==> src/rtl/pc_fetch_pkg.sv <==
// Shared CPU front-end definitions: fetch FSM encoding, reset PC, redirect payload.
package pc_fetch_pkg;

  localparam int unsigned PCF_XLEN     = 32;
  localparam int unsigned PCF_EXT_W    = 18;
  localparam int unsigned PCF_COMBIN_W = 28;
  localparam int unsigned PCF_STATE_W  = 2;

  localparam logic [PCF_XLEN-1:0] PCF_RESET_PC  = 32'h0000_0000;
  localparam logic [PCF_XLEN-1:0] PCF_INSTR_LEN = 32'd4;
  localparam logic [PCF_XLEN-1:0] PCF_COUNT_MAX = 32'hFFFF_FFFF;

  // Fetch sequencer states
  typedef enum logic [PCF_STATE_W-1:0] {
    PCF_BOOT = 2'd0,
    PCF_RUN  = 2'd1,
    PCF_HALT = 2'd2
  } pcf_state_e;

  // Redirect requests presented by decode/execute in one cycle
  typedef struct packed {
    logic                    halt;
    logic                    jr;
    logic [PCF_XLEN-1:0]     rs;
    logic                    jump;
    logic [PCF_COMBIN_W-1:0] combin;
    logic                    branch;
    logic [PCF_EXT_W-1:0]    ext18;
  } pcf_redirect_t;

  // Sign-extend the word-shifted branch offset to the PC width
  function automatic logic [PCF_XLEN-1:0] pcf_sext18(input logic [PCF_EXT_W-1:0] v);
    return {{(PCF_XLEN - PCF_EXT_W){v[PCF_EXT_W-1]}}, v};
  endfunction

endpackage

==> src/rtl/pc_fetch_next.sv <==
// Stateless next-PC selection for the fetch stage.
module pc_next
  import pc_fetch_pkg::*;
#(
  parameter bit HALT_ON_MISALIGN = 1'b1
) (
  input  logic [PCF_XLEN-1:0] pc,
  input  logic [PCF_XLEN-1:0] pc4,
  input  pcf_redirect_t       redir,
  output logic [PCF_XLEN-1:0] next_pc_c,
  output logic                stop_c,
  output logic                misalign_c
);

  logic                bad_low_c;
  logic [PCF_XLEN-1:0] jr_target_c;
  logic [PCF_XLEN-1:0] j_target_c;
  logic [PCF_XLEN-1:0] br_target_c;

  // Candidate targets; JR low bits are cleared when misalignment is tolerated
  always_comb begin
    bad_low_c   = (redir.rs[1:0] != 2'b00);
    jr_target_c = {redir.rs[PCF_XLEN-1:2], 2'b00};
    j_target_c  = {pc4[PCF_XLEN-1:PCF_COMBIN_W], redir.combin};
    br_target_c = pc4 + pcf_sext18(redir.ext18);
  end

  // Priority: halt, JR, J, branch, sequential
  always_comb begin
    next_pc_c  = pc4;
    stop_c     = 1'b0;
    misalign_c = 1'b0;
    if (redir.halt) begin
      next_pc_c = pc;
      stop_c    = 1'b1;
    end else if (redir.jr) begin
      if (HALT_ON_MISALIGN && bad_low_c) begin
        next_pc_c  = pc;
        stop_c     = 1'b1;
        misalign_c = 1'b1;
      end else begin
        next_pc_c = jr_target_c;
      end
    end else if (redir.jump) begin
      next_pc_c = j_target_c;
    end else if (redir.branch) begin
      next_pc_c = br_target_c;
    end
  end

endmodule

==> src/rtl/pc_fetch.sv <==
// Program counter and fetch sequencer: BOOT -> RUN -> HALT, with stall and redirects.
module pc_fetch
  import pc_fetch_pkg::*;
#(
  parameter logic [31:0] RESET_PC         = PCF_RESET_PC,
  parameter bit          HALT_ON_MISALIGN = 1'b1
) (
  input  logic        clk,
  input  logic        rst_n,
  input  logic        pcf_install,
  input  logic        pcf_inbranch,
  input  logic [17:0] pcf_inext18,
  input  logic        pcf_injump,
  input  logic [27:0] pcf_incombin,
  input  logic        pcf_injr,
  input  logic [31:0] pcf_inrs,
  input  logic        pcf_inhalt,
  output logic [31:0] pcf_outaddr,
  output logic [31:0] pcf_outpc4,
  output logic        pcf_outvalid,
  output logic        pcf_outhalted,
  output logic        pcf_outerr,
  output logic [31:0] pcf_outcount
);

  pcf_state_e          state_q, state_d;
  logic [PCF_XLEN-1:0] pc_q, pc_d;
  logic [PCF_XLEN-1:0] count_q, count_d;
  logic                err_q, err_d;
  logic                valid_q, valid_d;
  logic                halted_q, halted_d;
  logic                boot_q, boot_d;

  pcf_redirect_t       redir_c;
  logic [PCF_XLEN-1:0] pc4_c;
  logic [PCF_XLEN-1:0] next_pc_c;
  logic                stop_c;
  logic                misalign_c;

  // Bundle the redirect inputs and form the sequential successor
  always_comb begin
    redir_c.halt   = pcf_inhalt;
    redir_c.jr     = pcf_injr;
    redir_c.rs     = pcf_inrs;
    redir_c.jump   = pcf_injump;
    redir_c.combin = pcf_incombin;
    redir_c.branch = pcf_inbranch;
    redir_c.ext18  = pcf_inext18;
    pc4_c          = pc_q + PCF_INSTR_LEN;
  end

  pc_next #(
    .HALT_ON_MISALIGN(HALT_ON_MISALIGN)
  ) u_pc_next (
    .pc         (pc_q),
    .pc4        (pc4_c),
    .redir      (redir_c),
    .next_pc_c  (next_pc_c),
    .stop_c     (stop_c),
    .misalign_c (misalign_c)
  );

  // State register and all fetch-side flops
  always_ff @(posedge clk or negedge rst_n) begin
    if (!rst_n) begin
      state_q  <= PCF_BOOT;
      pc_q     <= RESET_PC;
      count_q  <= '0;
      err_q    <= 1'b0;
      valid_q  <= 1'b0;
      halted_q <= 1'b0;
      boot_q   <= 1'b0;
    end else begin
      state_q  <= state_d;
      pc_q     <= pc_d;
      count_q  <= count_d;
      err_q    <= err_d;
      valid_q  <= valid_d;
      halted_q <= halted_d;
      boot_q   <= boot_d;
    end
  end

  // Next-state and register updates; stall freezes everything in RUN
  always_comb begin
    state_d = state_q;
    pc_d    = pc_q;
    count_d = count_q;
    err_d   = err_q;
    boot_d  = boot_q;
    unique case (state_q)
      PCF_BOOT: begin
        // The first edge after reset release only arms the boot flag
        boot_d = 1'b1;
        if (boot_q) begin
          state_d = PCF_RUN;
        end
      end
      PCF_RUN: begin
        if (!pcf_install) begin
          pc_d    = next_pc_c;
          count_d = (count_q == PCF_COUNT_MAX) ? count_q : count_q + 32'd1;
          if (stop_c) begin
            state_d = PCF_HALT;
          end
          if (misalign_c) begin
            err_d = 1'b1;
          end
        end
      end
      PCF_HALT: begin
        state_d = PCF_HALT;
      end
      default: begin
        state_d = PCF_BOOT;
        pc_d    = RESET_PC;
      end
    endcase
    valid_d  = (state_d == PCF_RUN);
    halted_d = (state_d == PCF_HALT);
  end

  // Output mapping; the link value is the only combinational output
  assign pcf_outaddr   = pc_q;
  assign pcf_outpc4    = pc4_c;
  assign pcf_outvalid  = valid_q;
  assign pcf_outhalted = halted_q;
  assign pcf_outerr    = err_q;
  assign pcf_outcount  = count_q;

endmodule
==> config.mk <==
export PLATFORM = sky130hd
export DESIGN_NAME = pc_fetch
export DESIGN_NICKNAME = d
export VERILOG_FILES = /design/src/rtl/pc_fetch_pkg.sv /design/src/rtl/pc_fetch_next.sv /design/src/rtl/pc_fetch.sv
export SDC_FILE = /design/constraint.sdc
export NUM_CORES = 1
export LEC_CHECK = 0
export BUFFER_PORTS_ARGS = -buffer_cell sky130_fd_sc_hd__buf_2
export CORE_MARGIN = 2
export CORE_UTILIZATION = 40
export CTS_CLUSTER_DIAMETER = 150
export CTS_CLUSTER_SIZE = 14
export DETAILED_ROUTE_END_ITERATION = 10
export PLACE_DENSITY_LB_ADDON = 0.3
export SLEW_MARGIN = 15
export SYNTH_ARGS = -nofsm -noshare
export SYNTH_HDL_FRONTEND = slang
export SYNTH_SLANG_ARGS = --single-unit
==> constraint.sdc <==
create_clock -name clk -period 3.2 [get_ports clk]
set_clock_uncertainty 0.15 [all_clocks]
set_input_delay 0.16 -clock clk [delete_from_list [all_inputs] [get_ports clk]]
set_output_delay 0.16 -clock clk [all_outputs]
set_load 0.05 [all_outputs]
# Word level (Yosys, flattened, before mapping)
# Cells that the tools add are included.
[word_totals]
ff_bits = 70
elab_cells = 42
[op_classes]
n_addsub = 3
eq_ne = 8
mux = 15
bitwise = 3
reduce_logical = 6
[op_table]
columns = ["cell", "count"]
rows = [
  ["$mux 32", 6],
  ["$pmux 32 s2", 1],
  ["$add 32x1->32 const B", 1],
  ["$add 32x3->32 const B", 1],
  ["$add 32x32->32", 1],
  ["$eq 32x32->1 const B", 1],
  ["$mux 2", 3],
  ["$pmux 2 s3", 1],
  ["$reduce_and 3->1", 2],
  ["$eq 2x1->1 const B", 2],
  ["$eq 2x2->1 const B", 2],
  ["$mux 1", 4],
  ["$ne 2x2->1 const B", 2],
  ["$reduce_and 4->1", 1],
  ["$ne 3x3->1 const B", 1],
  ["$not 1->1", 3],
  ["$logic_not 2->1", 1],
  ["$reduce_bool 2->1", 1],
  ["$reduce_or 2->1", 1],
]

# Depth between registers and ports, before layout
[logic_depth]
ltp_word = 8
mapped_depth = 17
ltp_nobuf = 15

# Modules after synthesis
# Synthesis repeated with hierarchy kept, for this count alone.
[hier_totals]
cells_unflattened = 788
area_unflattened_um2 = 6443.7
[modules_own_cells]
columns = ["module", "n_inst", "cells_per_inst", "area_per_inst_um2", "seq_area_each_um2"]
rows = [
  ["pc_fetch", 1, 316, 3442.1, 1751.7],
  ["pc_next", 1, 472, 3001.6, 0.0],
]

# Worst setup path before layout
# OpenSTA, ideal clock, no wires.
[synth_timing]
kind = "register to register"
start = "reg pc_q[2] (netlist: pcf_outaddr[2])"
end = "reg pc_q[31] (netlist: pcf_outaddr[31])"
setup_ps = 118
t_arrival_ps = 4330
slack_ps = -1398
stages_incl_launch_ff = 17
path_buffers = 1
synth_period_minus_slack_ps = 4598
cell_sequence = "dfrtp_1 > and2_1 > clkbuf_1 > nand4_4 > or2_4 > inv_1 > nand4_1 > xnor2_1 > ha_1 > nand2_1 > or3_4 > o221a_1 > o21ai_1 > mux2i_1 > nor4_2 > xnor2_1 > a21o_1"
[synth_between]
elab_chain_cells = 8
[synth_lines]
columns = ["element", "line", "source"]
rows = [
  ["start, declared", "pc_fetch.sv:27", "logic [PCF_XLEN-1:0] pc_q, pc_d;"],
  ["start signal, assigned", "pc_fetch.sv:75", "pc_q <= pc_d;"],
  ["$add 32x3->32", "pc_fetch.sv:49", "pc4_c = pc_q + PCF_INSTR_LEN;"],
  ["net pcf_outpc4[23]", "pc_fetch.sv:19", "output logic [31:0] pcf_outpc4,"],
  ["$add 32x32->32", "pc_fetch_next.sv:25", "br_target_c = pc4 + pcf_sext18(redir.ext18);"],
  ["$mux 32", "pc_fetch_next.sv:46", "end else if (redir.branch) begin"],
  ["$mux 32", "pc_fetch_next.sv:44", "end else if (redir.jump) begin"],
  ["$mux 32", "pc_fetch_next.sv:36", "end else if (redir.jr) begin"],
  ["$mux 32", "pc_fetch_next.sv:33", "if (redir.halt) begin"],
  ["$mux 32", "pc_fetch.sv:100", "if (!pcf_install) begin"],
  ["$pmux 32 s2", "pc_fetch.sv:91", "unique case (state_q)"],
]
# The timed path passes the listed nets, and every way through them passes these cells. The select of a mux whose other input is x is not followed.
# A chain may end at the register's enable or synchronous reset.

# Worst setup path after layout
[layout_timing]
start = "reg pc_q[16] (netlist: pcf_outaddr[16])"
end = "reg pc_q[31] (netlist: pcf_outaddr[31])"
[layout_between]
elab_chain_cells = 8
[layout_lines]
columns = ["element", "line"]
rows = [
  ["$add 32x3->32 (*)", "pc_fetch.sv:49"],
  ["$add 32x32->32", "pc_fetch_next.sv:25"],
  ["$mux 32", "pc_fetch_next.sv:46"],
  ["$mux 32 (*)", "pc_fetch_next.sv:44"],
  ["$mux 32 (*)", "pc_fetch_next.sv:36"],
  ["$mux 32 (*)", "pc_fetch_next.sv:33"],
  ["$mux 32 (*)", "pc_fetch.sv:100"],
  ["$pmux 32 s2 (*)", "pc_fetch.sv:91"],
]
# Mark *: on every way between the ends. The rest lies on a longest branch, timed or not. The select of a mux whose other input is x is not followed.

==> impl_metrics.yaml <==
run_status:
  outcome: "finished with violations"
  violations: "setup timing"
sta:
  tightest_slew_ns: 0.7072
  rsz0062_at_grt: "true"
  relSlewSlack_pct: 52.68
  setup_viol: 20
  timing.final.ws_setup_ns: -0.3907
  fmax_ghz: 0.2785
  finalHoldViolCount: 0
  period_minus_slack_ns: 3.591
  finalCritPeriodShare_pct: 112.2
  hold_slack_ns: 0.003889
  drv_slew: 0
clocking:
  path_clk_slew_ns: 0.07
  cts_tree: "built"
  cts_made_buffers: 9
  cts-root-buf: "clkbuf_16"
  insertion_delay_ns: 0.34
  cts_sinks: 70
  ctsHtreeMaxLevel: 3
  cts.path.max_buffers: 2
power_and_ir_drop:
  comb_power_share_pct: 75.2
  max-vdd-ir-drop_mv: 0.6686
  swShare_pct: 51.68
  clkPwrFrac_pct: 10.2
  p_sw_uw: 4955
  power.density_mw_per_mm2: 933.5
  seqPwrFrac_pct: 14.6
  cellLeakagePower_uw: 0.005118
  p_int_uw: 4633
drt:
  drtIter0Drc: 569
  drc: 0
  routed_wl_um: 24790
  vias: 7278
  via_per_inst: 5.722
  ant_nets: 0
  first_pass_iters: 6
  drt-wirelength-per-cell_um: 19.49
setup_path:
  start_kind: "flip-flop"
  critical_path.cell_chain: "and4_4 -> nand4_4 -> buf_4 -> nor3_4 -> nand2_2 -> xnor2_4 -> ha_1 -> nand2_2 -> or3_4 -> o221a_1 -> o211ai_1 -> nor3_2 -> nor4_2 -> xnor2_1 -> a21o_1"
  critPathMaxStageDelay_ns: 0.40
  crit_start: "pcf_outaddr[16]$_DFFE_PN0P_"
  worst_r2r_path_depth: 15
  critical_path_arrival_ns: 3.67
  crit_slowest_cell: "dfrtp_2"
  crit_required_ns: 3.28
  cp_common_cell: "nand2_2"
  rrSetupSlack_ns: -0.39
  cp-end-kind: "flip-flop"
  endpoint: "pcf_outaddr[31]$_DFFE_PN0P_"
  r2r_start: "pcf_outaddr[16]$_DFFE_PN0P_"
  rr_endpoint: "pcf_outaddr[31]$_DFFE_PN0P_"
  path_class: "reg -> reg"
  path_max_fanout: 4
global_route:
  track_usage_pct: 29.53
  antenna_found_initial: 1
  grt_pass1_vias: 7158
  grt_max_degree: 71
  gr-total-overflow: 0
  grt_pass1_wl_um: 37660
placed_design:
  placement.io_buffers: 183
  pre_cts_slack_ns: -0.4031
  dp.cells: 1204
  dpl-instance-area_mm2: 0.008987
  hpwlAfterDp_um: 17590
  gp_congestion: 0.9842
synth:
  synthTopCellsByArea: "dfrtp_1, ha_1, xnor2_1"
  yosysTopAreaCell: "dfrtp_1"
  synthFlopType: "dfrtp_1"
  synth_edf_count: 0
  ys_seq_area_share_pct: 28.60
  synth_async_sr_flop_share_pct: 100.0
  synth.avg_cell_area_um2: 8.762
  netlist_area_mm2: 0.006125
  synth_cell_types: 85
  ys.warnings.count: 0
  yosysTopAreaCellShare_pct: 28.60
  synth.net_count: 825
  netlist_instances: 699
  ys_ff_latch: 70
cells_and_area:
  finalNetCount: 1205
  n_fill_cell: 1138
  finalNonFillerCells: 1272
  design_area_mm2: 0.01027
  antenna_cells: 0
  drive_gt1_share_pct: 52.40
  fin_util_pct: 68.07
  area_delta_synth_final_pct: 67.70
floorplan:
  die_w_um: 127.7
  core_area_mm2: 0.01509
  placementRows: 45
  die-area_mm2: 0.01632
  boundaryPins: 184
  die_y_um: 127.7
  initial_core_util_pct: 40.59
run:
  cap_violations: 0
min_path:
  hold_class: "in -> reg"
state kept, by name (all words and copies together), names as in the netlist:
signal	flops
pcf_outhalted	1
pcf_outcount	32
pcf_outerr	1
pcf_outaddr	32
boot_q	1
state_q	2
pcf_outvalid	1
cell families (layout without fill, tap and decap cells):
group | Yosys count | in the layout | synth area share [%]
DFF | 70 | 70 | 28.60
and+or+nand+nor | 234 | 234 | 20.94
muxes | 15 | 15 | 2.472
AOI/OAI and AO/OA | 207 | 207 | 24.13
xor gates and xnor gates | 81 | 81 | 11.71
buffers and inverters | 51 | 436 | 3.657
adders and majority gates | 41 | 41 | 8.498
placed cells by master (no fill, tap or decap), drive strengths merged, types with 24 or more instances in the layout:
cell and instances:
o21ai 42, ha 40, buf 376, nand2 64, nor2 46, inv 25
a21oi 43, nand3 37, xor2 24, xnor2 57, dfrtp 70
area by class of cell:
type	count	area (µm²)	share of cell area (%)
multi-input combinational	578	5229	50.91
clock inverter	7	55.05	0.5360
sequential	70	1782	17.35
clock buffer	9	225.2	2.193
timing repair buffer	398	2663	25.92
tap	188	235.2	2.290
inverter	22	82.58	0.8040
critical path: cells and delay by family, from the launching register on:
family | cells | cell delay, ns
buffers and inverters | 1 | 0.16
AO/OA/AOI/OAI | 3 | 0.56
AND/OR/NAND/NOR | 8 | 1.55
XOR/XNOR | 2 | 0.27
flip-flops | 1 | 0.40
adder cells (fa/ha/maj) | 1 | 0.38
stage by stage:
stage / total power, µW / setup TNS (ns)
6_report: 9588 / -3.483
3_3_place_gp: 7659 / -2.755
4_1_cts: 9148 / -1.525
2_1_floorplan: 5491 / -8.431
3_5_place_dp: 7712 / -3.129
5_1_grt: 10050 / -5.694
Yosys cell counts, drive strengths merged, types with 6 or more instances:
library cell / count
a211oi: 8
a21o: 16
a21oi: 43
a22o: 9
a22oi: 12
a31oi: 6
and2: 6
and3: 15
and4: 10
buf: 13
clkbuf: 16
dfrtp: 70
ha: 40
inv: 21
mux2i: 14
nand2: 64
nand3: 37
nand4: 20
nor2: 46
nor3: 14
o211ai: 7
o21ai: 42
o21bai: 11
xnor2: 57
xor2: 24
what timing repair did:
| item | 4_1_cts | 5_1_grt |
|---|---|---|
| resized for setup | 75 | 45 |
| buffers inserted | 22 | 12 |
| setup endpoints to repair | 19 | 23 |
| endpoints found under the hold margin | 85 | 2 |
| pin swaps | 73 | 63 |
| gates cloned | 0 | 0 |
| hold buffers | 20 | 2 |
metal layers:
layer | vias up | part of all wire [%] | GRT usage, %
met4 | 2 | 4.4 | 13.64
met3 | 82 | 7.8 | 5.718
li1 | 3367 | - | -
met5 | - | 0.052 | 0
met1 | 3483 | 42 | 38.65
met2 | 344 | 46 | 47.37
worst min-delay path by stage:
stage                           from                           to  slack, ns  cells after the start
global placement               rst_n  pcf_outcount[8]$_DFFE_PN0P_       0.07                      2
CTS                 pcf_incombin[20]  pcf_outaddr[20]$_DFFE_PN0P_      0.003                      4
floorplan                      rst_n           boot_q$_DFFE_PN0P_      -0.29                      0
finish              pcf_incombin[20]  pcf_outaddr[20]$_DFFE_PN0P_      0.004                      4
detailed placement             rst_n  pcf_outcount[9]$_DFFE_PN0P_       0.08                      2
global route        pcf_incombin[20]  pcf_outaddr[20]$_DFFE_PN0P_       0.02                      4
power by group through the flow:
| stage | Sequential [µW] | Combinational (µW) | Clock, µW |
|---|---|---|---|
| after floorplan | 2350 | 3140 | 0 |
| after global placement | 1390 | 6270 | 0 |
| after detailed placement | 1400 | 6310 | 0 |
| after CTS | 1390 | 6780 | 983 |
| after global routing | 1440 | 7590 | 1030 |
| final | 1400 | 7210 | 976 |
Note: power is estimated with default switching activity, not from simulation.
